==> config.mk <==
export PLATFORM = sky130hd
export DESIGN_NAME = code_decoder_flat
export DESIGN_NICKNAME = d
export VERILOG_FILES = /design/src/rtl/code_decoder_pkg.sv /design/src/rtl/code_decoder_if.sv /design/src/rtl/code_fifo.sv /design/src/rtl/code_decoder.sv /design/src/flat_wrapper.sv
export SDC_FILE = /design/constraint.sdc
export NUM_CORES = 1
export LEC_CHECK = 0
export ABC_AREA = 1
export CAP_MARGIN = 40
export CORE_MARGIN = 1
export CORE_UTILIZATION = 55
export CTS_BUF_LIST = sky130_fd_sc_hd__clkbuf_16
export DETAILED_ROUTE_END_ITERATION = 10
export GPL_ROUTABILITY_DRIVEN = 0
export PLACE_DENSITY = 0.85
export SLEW_MARGIN = 5
export SYNTH_ARGS = -nofsm -noshare
export SYNTH_HDL_FRONTEND = slang
export SYNTH_SLANG_ARGS = --single-unit
==> constraint.sdc <==
create_clock -name clk -period 2.7 [get_ports clk]
set_input_delay 0.54 -clock clk [delete_from_list [all_inputs] [get_ports clk]]
set_output_delay 0.54 -clock clk [all_outputs]
set_load 0.02 [all_outputs]
==> src/rtl/code_decoder_pkg.sv <==
// rtl/code_decoder_pkg.sv - shared widths, FSM encoding and one-hot helper for code_decoder
package code_decoder_pkg;

   localparam int CODE_W_DEF = 3;
   localparam int N_OUT_DEF  = 2 ** CODE_W_DEF;

   typedef enum logic [1:0] {
      ST_IDLE  = 2'd0,
      ST_HOLD  = 2'd1,
      ST_OFFER = 2'd2
   } state_e;

   // A cleared flag means no encoder input was active, so nothing lights up
   function automatic logic [N_OUT_DEF-1:0] onehot(input logic [CODE_W_DEF-1:0] code,
                                                   input logic                  flag);
      onehot = '0;
      if (flag) begin
         onehot[code] = 1'b1;
      end
   endfunction

endpackage

==> src/rtl/code_decoder_if.sv <==
// rtl/code_decoder_if.sv - upstream code stream and downstream one-hot stream of code_decoder
interface code_decoder_if #(
   parameter int CODE_W = 3
);
   localparam int N_OUT = 2 ** CODE_W;

   logic              in_valid;
   logic              in_ready;
   logic [CODE_W-1:0] in_code;
   logic              in_flag;
   logic              out_valid;
   logic              out_ready;
   logic [N_OUT-1:0]  out_onehot;
   logic              out_flag;

   modport slave (
      input  in_valid, in_code, in_flag, out_ready,
      output in_ready, out_valid, out_onehot, out_flag
   );

   modport master (
      output in_valid, in_code, in_flag, out_ready,
      input  in_ready, out_valid, out_onehot, out_flag
   );

endinterface

==> src/rtl/code_fifo.sv <==
// rtl/code_fifo.sv - small synchronous FIFO; ready_o is a registered not-full flag
module code_fifo #(
   parameter int DEPTH = 2,
   parameter int W     = 4
) (
   input  logic         clk,
   input  logic         rst,
   input  logic         push_i,
   input  logic [W-1:0] wdata_i,
   input  logic         pop_i,
   output logic [W-1:0] rdata_o,
   output logic         empty_o,
   output logic         ready_o
);
   localparam int AW = $clog2(DEPTH);

   logic [W-1:0]  mem_q [DEPTH];
   logic [AW-1:0] wr_ptr_q, rd_ptr_q;
   logic [AW:0]   count_q, count_d;
   logic          ready_q;
   logic          do_push, do_pop;

   // Push only sees the registered ready, so a pop on a full FIFO cannot admit a word that cycle
   assign do_push = push_i && ready_q;
   assign do_pop  = pop_i && (count_q != '0);
   assign count_d = count_q + (AW+1)'(do_push) - (AW+1)'(do_pop);

   always_ff @(posedge clk) begin
      if (rst) begin
         wr_ptr_q <= '0;
         rd_ptr_q <= '0;
         count_q  <= '0;
         ready_q  <= 1'b0;
      end else begin
         if (do_push) wr_ptr_q <= wr_ptr_q + 1'b1;
         if (do_pop)  rd_ptr_q <= rd_ptr_q + 1'b1;
         count_q <= count_d;
         ready_q <= (count_d != (AW+1)'(DEPTH));
      end
   end

   always_ff @(posedge clk) begin
      if (do_push) begin
         mem_q[wr_ptr_q] <= wdata_i;
      end
   end

   assign rdata_o = mem_q[rd_ptr_q];
   assign empty_o = (count_q == '0);
   assign ready_o = ready_q;

endmodule

==> src/rtl/code_decoder.sv <==
// rtl/code_decoder.sv - one-hot decoder: FIFO, display hold timer and downstream offer FSM
module code_decoder
   import code_decoder_pkg::*;
#(
   parameter int CODE_W = CODE_W_DEF,
   parameter int DEPTH  = 2,
   parameter int HOLD   = 4
) (
   input  logic             clk,
   input  logic             rst,
   code_decoder_if.slave    bus,
   output logic [7:0]       word_cnt,
   output logic             busy
);
   localparam int N_OUT  = 2 ** CODE_W;
   localparam int FW     = CODE_W + 1;
   localparam int HCNT_W = (HOLD > 0) ? $clog2(HOLD + 1) : 1;
   localparam logic [HCNT_W-1:0] HLOAD = (HOLD > 0) ? HCNT_W'(HOLD - 1) : '0;

   state_e            state_q, state_d;
   logic [HCNT_W-1:0] hcnt_q, hcnt_d;
   logic [N_OUT-1:0]  onehot_q, onehot_d;
   logic              flag_q, flag_d;
   logic [7:0]        word_cnt_q, word_cnt_d;

   logic [FW-1:0]     fifo_rdata;
   logic              fifo_empty;
   logic              fifo_ready;
   logic              fifo_pop;
   logic              load;

   code_fifo #(.DEPTH(DEPTH), .W(FW)) u_fifo (
      .clk     (clk),
      .rst     (rst),
      .push_i  (bus.in_valid),
      .wdata_i ({bus.in_code, bus.in_flag}),
      .pop_i   (fifo_pop),
      .rdata_o (fifo_rdata),
      .empty_o (fifo_empty),
      .ready_o (fifo_ready)
   );

   always_comb begin
      state_d    = state_q;
      hcnt_d     = hcnt_q;
      onehot_d   = onehot_q;
      flag_d     = flag_q;
      word_cnt_d = word_cnt_q;
      load       = 1'b0;

      unique case (state_q)
         ST_IDLE: begin
            load = !fifo_empty;
         end
         ST_HOLD: begin
            if (hcnt_q == '0) state_d = ST_OFFER;
            else              hcnt_d  = hcnt_q - 1'b1;
         end
         ST_OFFER: begin
            if (bus.out_ready) begin
               word_cnt_d = word_cnt_q + 8'd1;
               if (!fifo_empty) load    = 1'b1;
               else             state_d = ST_IDLE;
            end
         end
         default: state_d = ST_IDLE;
      endcase

      // Reloading straight out of OFFER is what gives one word per HOLD+1 cycles
      if (load) begin
         onehot_d = onehot(fifo_rdata[FW-1:1], fifo_rdata[0]);
         flag_d   = fifo_rdata[0];
         if (HOLD == 0) begin
            state_d = ST_OFFER;
         end else begin
            state_d = ST_HOLD;
            hcnt_d  = HLOAD;
         end
      end
      fifo_pop = load;
   end

   always_ff @(posedge clk) begin
      if (rst) begin
         state_q    <= ST_IDLE;
         hcnt_q     <= '0;
         onehot_q   <= '0;
         flag_q     <= 1'b0;
         word_cnt_q <= '0;
      end else begin
         state_q    <= state_d;
         hcnt_q     <= hcnt_d;
         onehot_q   <= onehot_d;
         flag_q     <= flag_d;
         word_cnt_q <= word_cnt_d;
      end
   end

   assign bus.in_ready   = fifo_ready;
   assign bus.out_valid  = (state_q == ST_OFFER);
   assign bus.out_onehot = onehot_q;
   assign bus.out_flag   = flag_q;
   assign word_cnt       = word_cnt_q;
   assign busy           = (state_q != ST_IDLE) || !fifo_empty;

endmodule

==> src/flat_wrapper.sv <==
// flat-port wrapper written by rule: the top's interface ports become plain ports
module code_decoder_flat import code_decoder_pkg::*;
#(
   parameter int CODE_W = CODE_W_DEF,
   parameter int DEPTH  = 2,
   parameter int HOLD   = 4
)
  (clk, rst, word_cnt, busy, bus_in_valid, bus_in_code, bus_in_flag, bus_out_ready, bus_in_ready, bus_out_valid, bus_out_onehot, bus_out_flag);
  code_decoder_if #(.CODE_W(CODE_W)) bus_i ();
  input  logic clk;
  input  logic rst;
  output logic [7:0] word_cnt;
  output logic busy;
  input wire logic [$bits(bus_i.in_valid)-1:0] bus_in_valid;
  input wire logic [$bits(bus_i.in_code)-1:0] bus_in_code;
  input wire logic [$bits(bus_i.in_flag)-1:0] bus_in_flag;
  input wire logic [$bits(bus_i.out_ready)-1:0] bus_out_ready;
  output wire logic [$bits(bus_i.in_ready)-1:0] bus_in_ready;
  output wire logic [$bits(bus_i.out_valid)-1:0] bus_out_valid;
  output wire logic [$bits(bus_i.out_onehot)-1:0] bus_out_onehot;
  output wire logic [$bits(bus_i.out_flag)-1:0] bus_out_flag;
  assign bus_i.in_valid = bus_in_valid;
  assign bus_i.in_code = bus_in_code;
  assign bus_i.in_flag = bus_in_flag;
  assign bus_i.out_ready = bus_out_ready;
  assign bus_in_ready = bus_i.in_ready;
  assign bus_out_valid = bus_i.out_valid;
  assign bus_out_onehot = bus_i.out_onehot;
  assign bus_out_flag = bus_i.out_flag;
  code_decoder #(.CODE_W(CODE_W), .DEPTH(DEPTH), .HOLD(HOLD)) u_core (.clk(clk), .rst(rst), .bus(bus_i), .word_cnt(word_cnt), .busy(busy));
endmodule
==> key figures <==
Critical path
  – Worst reg2reg path depth: 9
  – CP max FO: 5
  – Reg-to-reg critical path endpoint: u_core.u_fifo.ready_o
  – Setup crit end kind: output pin
  – Worst path arrival time: 1.62 ns
  – Startpoint types: flop
  – Reg2Reg Setup Slack: 1.00 ns
  – Critical path class: flop to output pin
  – Worst r2r src: u_core.state_q[1]
  – Worst EP required: 2.16 ns

Synth
  – Post-Synthesis Cells: 188
  – Seq/Total Area, Yosys: 51.8%
  – Cell Area, Synth: 0.00155 mm2
  – Mean Syn Cell Area: 8.22 um2
  – Seq cells post-synth: 36
  – YS warnings: 0
  – Netlist cell types: 26
  – Synthesized net count: 201

Drt
  – Initial drt markers: 34
  – DRC Markers: 0
  – Routed length per instance: 12.5 um
  – Post-route ant nets: 0
  – DR vias/cell: 5.13
  – Initial DRT Pass Iterations: 4
  – WL final: 3.15 mm
  – Via count: 1,293

Timing
  – Min Tclk post-route: 2.16 ns
  – Fmax: 463 MHz
  – RSZ-0062 raised after global routing: false
  – Clock Skew: 0.00692 ns
  – Total negative slack: 0 ns
  – Period Utilization, post-route: 80.0%
  – Final Setup Violations: 0
  – Final hold vios: 0
  – Actual slew at the worst max-slew pin: 0.410 ns
  – Slew Limit Fails: 0
  – Slew HR: 72.6%

Layout
  – Commonest cells after routing, fill and taps aside: nand2_1, dfxtp_1, clkdlybuf4s50_1
  – Most common cell after layout, fill and taps aside: nand2_1
  – Register Area: 801 um2
  – # diodes: 0
  – Number of fill cells in the layout: 193
  – Share of layout cells above drive strength 1: 9.01%
  – Area delta synth->final: 28.4%
  – Area of the multi-input gates: 631 um2
  – Fin nets: 234
  – Post-Layout Cell Count: 252

Global routing
  – Number of global-route vias before repair: 1,241
  – Largest net degree at the start of global routing: 11
  – Total grt overflow: 0
  – First-pass GRT wire length: 5.02 mm
  – Total global-route track usage: 25.0%
  – Initial antenna violation count: 0

Power and ir drop
  – VDD IR-drop max: 1.03 mV
  – Sw Ratio: 35.0%
  – Static Leak: 0.000891 uW
  – Power Density: 946 mW/mm2
  – PnR Total Power: 1880 uW
  – Clock power frac: 28.7%
  – Sw Pwr: 656 uW
  – Flop pwr share: 38.7%
  – Power Internal: 1220 uW
  – Combinational share of power: 32.5%

Clock tree
  – Sink Count: 36
  – CTS tree: built
  – CTS hold repair buffers: 0
  – Clk buf depth: 2
  – Root Buffer: clkbuf_16
  – PostCTS Resize Cnt: 0
  – CTS buffer count: 5
  – Htree depth: 2
  – Worst-path clk slew: 0.05 ns
  – Postcts setup bufs: 0
  – Clock Latency Late Sink: 0.28 ns

Floorplanning
  – FP Rows: 18
  – Core ar.: 0.00257 mm2
  – DIE WIDTH: 55.0 um
  – Area of the die: 0.00303 mm2
  – Starting density of the core: 60.2%
  – Die Ht: 55.0 um
  – # IOs: 28

Min path
  – WHS Endpoint: u_core.bus.out_onehot[6]
  – Hold path start: u_core.bus.out_onehot[6]
  – WHS Path Cells: 2
  – HP Class: flop to flop

Run status
  – Outcome: complete, no violations

Placement
  – Dpl hpwl: 2.26 mm
  – Port Buffers: 27
  – Placed Cells: 244

Flow run
  – Max Cap Violations: 0
-- synth_stat cells --
cell,n,area (um2)
a21oi_1,12,60.1
buf_2,1,5.00
dfxtp_1,28,561
edfxtp_1,8,240
ha_1,5,62.6
inv_1,23,86.3
inv_2,6,22.5
nand2_1,47,176
nand2_2,2,12.5
nand2_4,1,11.3
nand3_1,15,75.1
nand3_2,1,10.0
nand3b_1,1,7.51
nand3b_2,1,11.3
nand4_1,3,18.8
nor2_1,17,63.8
nor2_2,1,6.26
nor2_4,2,22.5
nor3_1,1,5.00
o21a_1,2,15.0
o21ai_0,1,5.00
o21ai_1,4,20.0
o21ai_2,1,8.76
or2_1,2,12.5
xnor2_1,1,8.76
xor2_1,2,17.5
-- power by group through the flow --
stage	logic, uW	registers, uW	clock network [uW]
global placement	565	727	0
global route	687	735	568
detailed placement	608	731	0
finish	611	727	539
CTS	612	724	540
floorplan	402	748	0
-- state kept, by name, summed over array words and instances (netlist names), named ones only --
signal,flops
u_core.hcnt_q,3
u_core.word_cnt,8
u_core.u_fifo.count_q,2
u_core.u_fifo.rd_ptr_q,1
u_core.u_fifo.ready_o,1
u_core.u_fifo.wr_ptr_q,1
u_core.bus.out_onehot,8
u_core.u_fifo.mem_q,8
u_core.bus.out_flag,1
u_core.state_q,2
-- metal layers --
layer / part of all wire (%) / up-vias / GRT usage (%)
met5: 0 / - / 0
met4: 2.5 / 0 / 14.2
met3: 4.6 / 9 / 10.7
met2: 52 / 34 / 44.8
met1: 41 / 585 / 23.6
li1: - / 665 / -
-- cell families after synthesis --
group / count (synthesis) / share of synthesized area [%]
AND/OR/NAND/NOR: 94 / 28.0
AO/OA/AOI/OAI: 20 / 7.04
buffers and inverters: 30 / 7.37
adder cells (fa/ha/maj): 5 / 4.05
flip-flops: 36 / 51.8
XOR/XNOR: 3 / 1.70
-- worst max-delay path by stage --
stage | slack, ns | cells after the start | endpoint | from
after floorplan | 1.02 | 10 | u_core.u_fifo.ready_o | bus_out_ready
after global placement | 0.47 | 11 | u_core.u_fifo.ready_o | bus_out_ready
after detailed placement | 0.36 | 11 | u_core.u_fifo.ready_o | bus_out_ready
after CTS | 0.55 | 3 | bus_out_valid | u_core.state_q[1]
after global routing | 0.48 | 3 | bus_out_valid | u_core.state_q[1]
final | 0.54 | 3 | bus_out_valid | u_core.state_q[1]
-- worst max-delay path, stage by stage (launching register included) --
cell,delay (ns)
dfxtp_1,0.45
inv_2,0.10
nor2_2,0.14
clkdlybuf4s50_1,0.65
-- through the flow --
step                cell area (um2)  utilization, %  setup slack, ns  hold WS (ns)
floorplan                      1550               -             1.02         0.443
global placement               1850            72.0            0.474         0.437
detailed placement             1850            72.0            0.361         0.440
CTS                            1980            77.3            0.550         0.450
global route                   1980            77.3            0.485         0.468
finish                         1980            77.3            0.540         0.448
-- final cells by class --
class | count | share of cell area (%)
multi-input combinational | 122 | 31.8
tap | 30 | 1.89
timing repair buffer | 27 | 13.6
clock inverter | 3 | 0.567
sequential | 36 | 40.4
clock buffer | 5 | 6.31
inverter | 29 | 5.49
(Power assumes the default switching activity.)
